**src/rtl/mem_bus_arbiter_if.sv**
```systemverilog
`default_nettype none
// ---------------------------------------------------------------------------
// mem_bus_arbiter_if : IF / LS request ports and shared memory port of the arbiter
// Revision: 1.0
// ---------------------------------------------------------------------------
interface mem_bus_arbiter_if #(
  parameter int ADDR_W = 32,
  parameter int DATA_W = 32
);
  logic                  i_if_req;
  logic [ADDR_W-1:0]     i_if_addr;
  logic                  o_if_gnt;
  logic                  o_if_rvalid;
  logic [DATA_W-1:0]     o_if_rdata;

  logic                  i_ls_req;
  logic                  i_ls_we;
  logic [DATA_W/8-1:0]   i_ls_be;
  logic [ADDR_W-1:0]     i_ls_addr;
  logic [DATA_W-1:0]     i_ls_wdata;
  logic                  o_ls_gnt;
  logic                  o_ls_rvalid;
  logic [DATA_W-1:0]     o_ls_rdata;

  logic                  o_mem_req;
  logic                  o_mem_we;
  logic [DATA_W/8-1:0]   o_mem_be;
  logic [ADDR_W-1:0]     o_mem_addr;
  logic [DATA_W-1:0]     o_mem_wdata;
  logic                  i_mem_gnt;
  logic                  i_mem_rvalid;
  logic [DATA_W-1:0]     i_mem_rdata;

  logic                  o_busy;

  // The arbiter itself sits on the slave side.
  modport slave (
    input  i_if_req, i_if_addr,
    input  i_ls_req, i_ls_we, i_ls_be, i_ls_addr, i_ls_wdata,
    input  i_mem_gnt, i_mem_rvalid, i_mem_rdata,
    output o_if_gnt, o_if_rvalid, o_if_rdata,
    output o_ls_gnt, o_ls_rvalid, o_ls_rdata,
    output o_mem_req, o_mem_we, o_mem_be, o_mem_addr, o_mem_wdata,
    output o_busy
  );

  modport master (
    output i_if_req, i_if_addr,
    output i_ls_req, i_ls_we, i_ls_be, i_ls_addr, i_ls_wdata,
    output i_mem_gnt, i_mem_rvalid, i_mem_rdata,
    input  o_if_gnt, o_if_rvalid, o_if_rdata,
    input  o_ls_gnt, o_ls_rvalid, o_ls_rdata,
    input  o_mem_req, o_mem_we, o_mem_be, o_mem_addr, o_mem_wdata,
    input  o_busy
  );
endinterface
`default_nettype wire

```
**src/rtl/mem_bus_arbiter.sv**
```systemverilog
`default_nettype none
// ---------------------------------------------------------------------------
// mem_bus_arbiter : single-outstanding IF/LS arbiter, LS priority with IF starvation guard
// Revision: 1.0
// ---------------------------------------------------------------------------
module mem_bus_arbiter #(
  parameter int ADDR_W     = 32,
  parameter int DATA_W     = 32,
  parameter int STARVE_LIM = 4
) (
  input  wire              i_clk,
  input  wire              i_rst_n,
  mem_bus_arbiter_if.slave bus
);

  localparam int CNT_W = $clog2(STARVE_LIM + 1);
  localparam int BE_W  = DATA_W / 8;
  localparam logic [CNT_W-1:0] c_lim = CNT_W'(STARVE_LIM);

  typedef enum logic [1:0] {
    IDLE = 2'd0,
    REQ  = 2'd1,
    WAIT = 2'd2
  } state_t;

  state_t           state_q, state_d;
  logic             owner_ls_q, owner_ls_d;
  logic [CNT_W-1:0] starve_q, starve_d;

  logic              if_wins, ls_wins, sel_ls;
  logic              mem_req, if_gnt, ls_gnt, if_rvalid, ls_rvalid;
  logic              mem_we;
  logic [BE_W-1:0]   mem_be;
  logic [ADDR_W-1:0] mem_addr;
  logic [DATA_W-1:0] mem_wdata;

  assign if_wins = bus.i_if_req && (!bus.i_ls_req || (starve_q == c_lim));
  assign ls_wins = bus.i_ls_req && !if_wins;

  always_comb begin
    state_d    = state_q;
    owner_ls_d = owner_ls_q;
    starve_d   = starve_q;
    sel_ls     = owner_ls_q;
    mem_req    = 1'b0;
    if_gnt     = 1'b0;
    ls_gnt     = 1'b0;
    if_rvalid  = 1'b0;
    ls_rvalid  = 1'b0;

    case (state_q)
      IDLE: begin
        if (bus.i_if_req || bus.i_ls_req) begin
          mem_req    = 1'b1;
          sel_ls     = ls_wins;
          owner_ls_d = ls_wins;
          // Only an LS win over a waiting IF counts as a loss; saturate at the limit.
          if (ls_wins && bus.i_if_req)
            starve_d = (starve_q == c_lim) ? starve_q : starve_q + CNT_W'(1);
          else
            starve_d = '0;
          if (bus.i_mem_gnt) begin
            if_gnt  = !ls_wins;
            ls_gnt  = ls_wins;
            state_d = WAIT;
          end else begin
            state_d = REQ;
          end
        end
      end
      REQ: begin
        mem_req = 1'b1;
        if (bus.i_mem_gnt) begin
          if_gnt  = !owner_ls_q;
          ls_gnt  = owner_ls_q;
          state_d = WAIT;
        end
      end
      WAIT: begin
        if (bus.i_mem_rvalid) begin
          if_rvalid = !owner_ls_q;
          ls_rvalid = owner_ls_q;
          state_d   = IDLE;
        end
      end
      default: state_d = IDLE;
    endcase
  end

  // Memory payload is zero whenever no request is presented.
  always_comb begin
    mem_we    = 1'b0;
    mem_be    = {BE_W{1'b0}};
    mem_addr  = {ADDR_W{1'b0}};
    mem_wdata = {DATA_W{1'b0}};
    if (mem_req) begin
      if (sel_ls) begin
        mem_we    = bus.i_ls_we;
        mem_be    = bus.i_ls_be;
        mem_addr  = bus.i_ls_addr;
        mem_wdata = bus.i_ls_wdata;
      end else begin
        mem_be    = {BE_W{1'b1}};
        mem_addr  = bus.i_if_addr;
      end
    end
  end

  always_ff @(posedge i_clk or negedge i_rst_n) begin
    if (!i_rst_n) begin
      state_q    <= IDLE;
      owner_ls_q <= 1'b0;
      starve_q   <= '0;
    end else begin
      state_q    <= state_d;
      owner_ls_q <= owner_ls_d;
      starve_q   <= starve_d;
    end
  end

  assign bus.o_mem_req   = mem_req;
  assign bus.o_mem_we    = mem_we;
  assign bus.o_mem_be    = mem_be;
  assign bus.o_mem_addr  = mem_addr;
  assign bus.o_mem_wdata = mem_wdata;
  assign bus.o_if_gnt    = if_gnt;
  assign bus.o_ls_gnt    = ls_gnt;
  assign bus.o_if_rvalid = if_rvalid;
  assign bus.o_ls_rvalid = ls_rvalid;
  assign bus.o_if_rdata  = bus.i_mem_rdata;
  assign bus.o_ls_rdata  = bus.i_mem_rdata;
  assign bus.o_busy      = (state_q != IDLE);

endmodule
`default_nettype wire
```
**src/flat_wrapper.sv**
```systemverilog
// flat-port wrapper written by rule: the top's interface ports become plain ports
module mem_bus_arbiter_flat 
#(
  parameter int ADDR_W     = 32,
  parameter int DATA_W     = 32,
  parameter int STARVE_LIM = 4
)
  (i_clk, i_rst_n, bus_i_if_req, bus_i_if_addr, bus_i_ls_req, bus_i_ls_we, bus_i_ls_be, bus_i_ls_addr, bus_i_ls_wdata, bus_i_mem_gnt, bus_i_mem_rvalid, bus_i_mem_rdata, bus_o_if_gnt, bus_o_if_rvalid, bus_o_if_rdata, bus_o_ls_gnt, bus_o_ls_rvalid, bus_o_ls_rdata, bus_o_mem_req, bus_o_mem_we, bus_o_mem_be, bus_o_mem_addr, bus_o_mem_wdata, bus_o_busy);
  mem_bus_arbiter_if #(.ADDR_W(ADDR_W), .DATA_W(DATA_W)) bus_i ();
  input  wire i_clk;
  input  wire i_rst_n;
  input wire logic [$bits(bus_i.i_if_req)-1:0] bus_i_if_req;
  input wire logic [$bits(bus_i.i_if_addr)-1:0] bus_i_if_addr;
  input wire logic [$bits(bus_i.i_ls_req)-1:0] bus_i_ls_req;
  input wire logic [$bits(bus_i.i_ls_we)-1:0] bus_i_ls_we;
  input wire logic [$bits(bus_i.i_ls_be)-1:0] bus_i_ls_be;
  input wire logic [$bits(bus_i.i_ls_addr)-1:0] bus_i_ls_addr;
  input wire logic [$bits(bus_i.i_ls_wdata)-1:0] bus_i_ls_wdata;
  input wire logic [$bits(bus_i.i_mem_gnt)-1:0] bus_i_mem_gnt;
  input wire logic [$bits(bus_i.i_mem_rvalid)-1:0] bus_i_mem_rvalid;
  input wire logic [$bits(bus_i.i_mem_rdata)-1:0] bus_i_mem_rdata;
  output wire logic [$bits(bus_i.o_if_gnt)-1:0] bus_o_if_gnt;
  output wire logic [$bits(bus_i.o_if_rvalid)-1:0] bus_o_if_rvalid;
  output wire logic [$bits(bus_i.o_if_rdata)-1:0] bus_o_if_rdata;
  output wire logic [$bits(bus_i.o_ls_gnt)-1:0] bus_o_ls_gnt;
  output wire logic [$bits(bus_i.o_ls_rvalid)-1:0] bus_o_ls_rvalid;
  output wire logic [$bits(bus_i.o_ls_rdata)-1:0] bus_o_ls_rdata;
  output wire logic [$bits(bus_i.o_mem_req)-1:0] bus_o_mem_req;
  output wire logic [$bits(bus_i.o_mem_we)-1:0] bus_o_mem_we;
  output wire logic [$bits(bus_i.o_mem_be)-1:0] bus_o_mem_be;
  output wire logic [$bits(bus_i.o_mem_addr)-1:0] bus_o_mem_addr;
  output wire logic [$bits(bus_i.o_mem_wdata)-1:0] bus_o_mem_wdata;
  output wire logic [$bits(bus_i.o_busy)-1:0] bus_o_busy;
  assign bus_i.i_if_req = bus_i_if_req;
  assign bus_i.i_if_addr = bus_i_if_addr;
  assign bus_i.i_ls_req = bus_i_ls_req;
  assign bus_i.i_ls_we = bus_i_ls_we;
  assign bus_i.i_ls_be = bus_i_ls_be;
  assign bus_i.i_ls_addr = bus_i_ls_addr;
  assign bus_i.i_ls_wdata = bus_i_ls_wdata;
  assign bus_i.i_mem_gnt = bus_i_mem_gnt;
  assign bus_i.i_mem_rvalid = bus_i_mem_rvalid;
  assign bus_i.i_mem_rdata = bus_i_mem_rdata;
  assign bus_o_if_gnt = bus_i.o_if_gnt;
  assign bus_o_if_rvalid = bus_i.o_if_rvalid;
  assign bus_o_if_rdata = bus_i.o_if_rdata;
  assign bus_o_ls_gnt = bus_i.o_ls_gnt;
  assign bus_o_ls_rvalid = bus_i.o_ls_rvalid;
  assign bus_o_ls_rdata = bus_i.o_ls_rdata;
  assign bus_o_mem_req = bus_i.o_mem_req;
  assign bus_o_mem_we = bus_i.o_mem_we;
  assign bus_o_mem_be = bus_i.o_mem_be;
  assign bus_o_mem_addr = bus_i.o_mem_addr;
  assign bus_o_mem_wdata = bus_i.o_mem_wdata;
  assign bus_o_busy = bus_i.o_busy;
  mem_bus_arbiter #(.ADDR_W(ADDR_W), .DATA_W(DATA_W), .STARVE_LIM(STARVE_LIM)) u_core (.i_clk(i_clk), .i_rst_n(i_rst_n), .bus(bus_i));
endmodule
```
**config.mk**
```make
export PLATFORM = sky130hd
export DESIGN_NAME = mem_bus_arbiter_flat
export DESIGN_NICKNAME = d
export VERILOG_FILES = /design/src/rtl/mem_bus_arbiter_if.sv /design/src/rtl/mem_bus_arbiter.sv /design/src/flat_wrapper.sv
export SDC_FILE = /design/constraint.sdc
export NUM_CORES = 1
export LEC_CHECK = 0
export CAP_MARGIN = 20
export CORE_AREA = 2 2 108 110
export CTS_CLUSTER_DIAMETER = 50
export DETAILED_ROUTE_END_ITERATION = 7
export DIE_AREA = 0 0 110 112
export HOLD_SLACK_MARGIN = 0.06
export PLACE_DENSITY_LB_ADDON = 0.08
export SLEW_MARGIN = 30
export SYNTH_ARGS = -nofsm -noshare
export SYNTH_HDL_FRONTEND = slang
export SYNTH_SLANG_ARGS = --single-unit
```
**constraint.sdc**
```tcl
create_clock -name i_clk -period 2.05 [get_ports i_clk]
set_input_delay 0.5125 -clock i_clk [delete_from_list [all_inputs] [get_ports i_clk]]
set_output_delay 0.5125 -clock i_clk [all_outputs]
set_load 0.02 [all_outputs]
```
Word level (Yosys, flattened, before mapping):

Index checks and enable logic that the tools add are counted.

* output and inout bits: 139
* input bits: 139
* word-level logic and storage cells: 55
* flip-flop bits (word level): 6

* reductions and logical operators: 13
* add/subtract/negate cells: 1
* muxes and demuxes: 31
* equality and inequality tests: 7

Operators by type and width (count)
* $mux W32: 4
* $mux W1: 15
* $mux W2: 4
* $mux W4: 2
* $mux W3: 2
* $ne A2 B2 Y1 const B: 3
* $pmux W1 S2: 3
* $pmux W2 S3: 1
* $reduce_and A3 Y1: 2
* $logic_not A1 Y1: 4
* $add A3 B1 Y3 const B: 1
* $eq A3 B3 Y1 const B: 1
* $logic_and A1 B1 Y1: 3
* $eq A2 B1 Y1 const B: 1
* $eq A2 B2 Y1 const B: 1
* $logic_not A2 Y1: 1
* $logic_or A1 B1 Y1: 2
* $ne A2 B1 Y1 const B: 1
* $reduce_bool A2 Y1: 1

Longest topological paths before layout:

* depth in word-level cells: 9
* depth in mapped cells: 9
* gate-level depth less buffers: 7

Least setup slack after synthesis:

OpenSTA, ideal clock, no wires.

* kind: register -> output
* start: reg u_core.starve_q[0]
* end: out bus_o_mem_addr[25]
* slack: -0.172 ns
* arrival time: 1.709 ns
* stages on the path, launching flop included: 9
* path buffers: 2
* data required time: 1.537 ns
* cell sequence: dfrtp_1 inv_1 ha_1 nand3_1 nand3_1 and2_1 buf_4 buf_2 o21ai_1

* word-level cells in the longest chain between the ends: 9

Ends and longest elaborated chain
* start, declared: line mem_bus_arbiter.sv:28 `logic [CNT_W-1:0] starve_q, starve_d;`
* start signal, assigned: line mem_bus_arbiter.sv:117 `starve_q <= starve_d;`
* $eq A3 B3 Y1: line mem_bus_arbiter.sv:37 `assign if_wins = bus.i_if_req && (!bus.i_ls_req || (starve_q == c_lim));`
* $logic_or A1 B1 Y1: line mem_bus_arbiter.sv:37
* $logic_and A1 B1 Y1: line mem_bus_arbiter.sv:37
* $logic_not A1 Y1: line mem_bus_arbiter.sv:38 `assign ls_wins = bus.i_ls_req && !if_wins;`
* $logic_and A1 B1 Y1: line mem_bus_arbiter.sv:38
* $mux W1: line mem_bus_arbiter.sv:53 `if (bus.i_if_req || bus.i_ls_req) begin`
* $mux W1
* $mux W32: line mem_bus_arbiter.sv:97 `if (sel_ls) begin`
* $mux W32: line mem_bus_arbiter.sv:96 `if (mem_req) begin`
* end, declared: line flat_wrapper.sv:31 `output wire logic [$bits(bus_i.o_mem_addr)-1:0] bus_o_mem_addr;`

Every way passes these cells.

Worst setup path in the final report:

* start: reg u_core.state_q[0]
* end: out bus_o_mem_addr[7]

* word-level cells in the longest chain between the ends: 4
* elaborated cells between the ends (all ways): 6
* those cells by class: eq/ne (1); mux (4); reduce/logical (1)

Ends and longest elaborated chain
* start, declared: line mem_bus_arbiter.sv:26 `state_t state_q, state_d;`
* start signal, assigned: line mem_bus_arbiter.sv:115 `state_q <= state_d;`
* $logic_not A2 Y1: line mem_bus_arbiter.sv:51 `case (state_q)`
* $mux W1
* $mux W32: line mem_bus_arbiter.sv:97
* $mux W32 *: line mem_bus_arbiter.sv:96

Every way passes the cells marked *; elsewhere a longest branch is shown, timed or not.

==> impl_metrics.ini <==
[run_status]
status = finished, violations left
failed_checks = setup timing

[final_layout]
drive_gt1_share_pct = 49.63
final_nets = 551
fill_cells = 1168
syn2layout_area_growth_pct = 137.4
antenna_cells = 0
final_area_um2 = 4094
postLayoutCoreUtil_pct = 36.64
fin_cells = 552

[worst_setup_path]
critPathCaptureType = output port
worstSetupStartpointType = flop
cp_max_fo = 7
regToRegSetupSlack_ps = 600
crit_required_ps = 1540
path_class = reg -> out
crit_arrival_ps = 1790

[placed_design]
place.gp.congestion = 0.7225
hpwl_mm = 6.203
port_buffers = 181
place_inst = 527
placed_area_um2 = 3720

[yosys]
ys_seq_area_share_pct = 8.708
synth_area_leader_cell = buf_4
syn-cell-area_um2 = 1724
yosysMostFrequentCell = buf_4
synth_top_family_by_area = simple AND/OR/NAND/NOR gates
synthCells = 270
synth_nets = 411
synth-xor-area-share_pct = 0
synthAdderAreaFrac_pct = 1.451
async_reset_ff_share_pct = 100.0
syn_avg_cell_area_um2 = 6.386
synth_simple_gate_area_share_pct = 37.81
ys.warnings.count = 0
netlist_top_cells_count = buf_4, nand2_1, o21ai_1
synthDistinctLibCells = 27
netlist_top_cells_area = buf_4, and3_1, nand4_1
synthMuxAreaShare_pct = 0
synthFlopType = dfrtp_1
yosysTopAreaCellShare_pct = 28.30
synth_compound_area_share_pct = 14.73
synth_edf_count = 0
ys_seq_elements = 6

[floorplan]
die_area_um2 = 12320
die_h_um = 112
std_cell_rows = 39
fp.dieW_um = 110
core_um2 = 11170
io_pins = 278
initial_utilization_pct = 15.43

[clock_network]
cts_tree = done
clockBufferDepth = 2
cts.sinks = 6
worstSkewPairLatency_ps = 230
cts_buffers = 3
h-tree-depth = 1
cts_root_buffer = clkbuf_16
path_clk_slew_ps = 40
cts_hold_buf = 0

[global_route]
grt_pass1_wl_mm = 11.76
grt_pass1_vias = 2375
overflow = 0
antenna_found_initial = 0
grt_max_degree = 40
grt_usage_pct = 11.98

[timing]
setup_slack_ps = -252.8
final_max_slew_viol_count = 0
finalSetupTns_ps = -14740
hold_viol_final = 0
max_freq_mhz = 434.3
period_needed_ps = 2303
max_slew_margin_pct = 80.67
fin_crit_sh_pct = 112.3
rsz0062_at_grt = yes
finalSetupViolCount = 69
skew_ps = 3.593
worst_pin_slew_ps = 289.0

[route]
firstDrtPassIters = 3
num_vias = 2391
wl_per_cell_um = 15.97
totalWireLength_mm = 8.818
postRouteAntennaNets = 0
drc_errors = 0
drt_iter0_drc = 68
routed_via_density = 4.332

[flow_run]
cap_viol_max_count = 0

[worst_hold_path]
min_path_type = in -> async

[pwr]
max-vdd-ir-drop_mv = 0.2973
power_leakage_nw = 1.807
power_density_nw_per_um2 = 783.9
## metrics by stage
step / setup slack (ps) / hold slack, ps / power (mW)
after CTS: -307.1 / 545.6 / 2.915
after floorplan: -33.63 / 216.9 / 1.670
final: -252.8 / 536.0 / 3.209
after detailed placement: -1084 / 548.6 / 2.472
after global placement: -1084 / 554.7 / 2.475
after global routing: -311.8 / 558.2 / 3.394
## path summary, 6_finish.rpt
path,startpoint,endpoint,depth (start not counted)
max,u_core.state_q[0],bus_o_mem_addr[7],8
min,i_rst_n,u_core.owner_ls_q,1
max reg2reg,u_core.state_q[0],u_core.starve_q[2],8
min reg2reg,u_core.starve_q[0],u_core.starve_q[0],2
max in group asynchronous,i_rst_n,u_core.state_q[0],1
min in group i_clk,u_core.starve_q[0],u_core.starve_q[0],2
## worst max-delay path, cell delays in order (launching register included)
cell and delay (ps):
dfrtp_2 420, nor2_4 170, buf_4 140, nand3_4 80
and2_4 200, buf_12 160, buf_12 130, o21ai_4 120
buf_6 130
## flip-flops by register name, indices dropped and copies added (netlist names)
signal and cells:
u_core.starve_q 3, u_core.owner_ls_q 1, u_core.state_q 2
## placed cells by master, fill, tap and decap left out, types with 2 or more instances in the layout
cell             Yosys  layout
clkdlybuf4s50_1      0     104
buf_4               65      18
nand3_4              0       2
clkbuf_2             0       3
buf_12               0      10
clkbuf_16            0       7
o21ai_4              1      29
and3_1              35       6
buf_2               11      34
o21a_2               0       4
nor2_1               4       2
and3_2               0      26
nor2_4               1       2
nand2_1             39      37
and3_4               0       3
nand2_2              0       2
dfrtp_1              6       5
o21ai_1             36       4
o21ai_2              0       4
a21oi_1              2       2
buf_16               0       2
buf_6                3      49
nand4_1             33      33
inv_1                5       4
## layout make-up
class                      instances  area (um2)  area share (%)
clock buffer                       4       78.83           1.925
timing repair buffer             224        2268           55.41
inverter                           7       36.28          0.8863
multi-input combinational        168        1380           33.71
tap                              143       178.9           4.370
sequential                         6       151.4           3.698
## power by group
group          leakage [nW]  internal (mW)  switching, mW  total (mW)
registers            0.0763          0.142         0.0248       0.167
clock network        0.0382          0.258         0.0630       0.321
logic                  1.69           1.37           1.35        2.72
total                  1.81           1.77           1.44        3.21
## timing repair
action / in CTS / in global routing
setup endpoints to repair: 75 / 73
pin swaps: 4 / 21
setup buffers: 4 / 9
cloned: 3 / 6
resized for setup: 337 / 74
## per-layer routing
layer	part of all wire [%]	track usage, %
met5	0	0
met2	54	23.48
met3	8.6	2.869
met4	2.3	3.797
met1	35	11.99
## kinds of logic (layout without fill, tap and decap cells)
logic type,count (synthesis),after routing
AOI/OAI and AO/OA,45,45
adders and majority gates,2,2
buffers and inverters,96,235
DFF,6,6
and+or+nand+nor,121,121
Power figures use the tool's default switching activity.
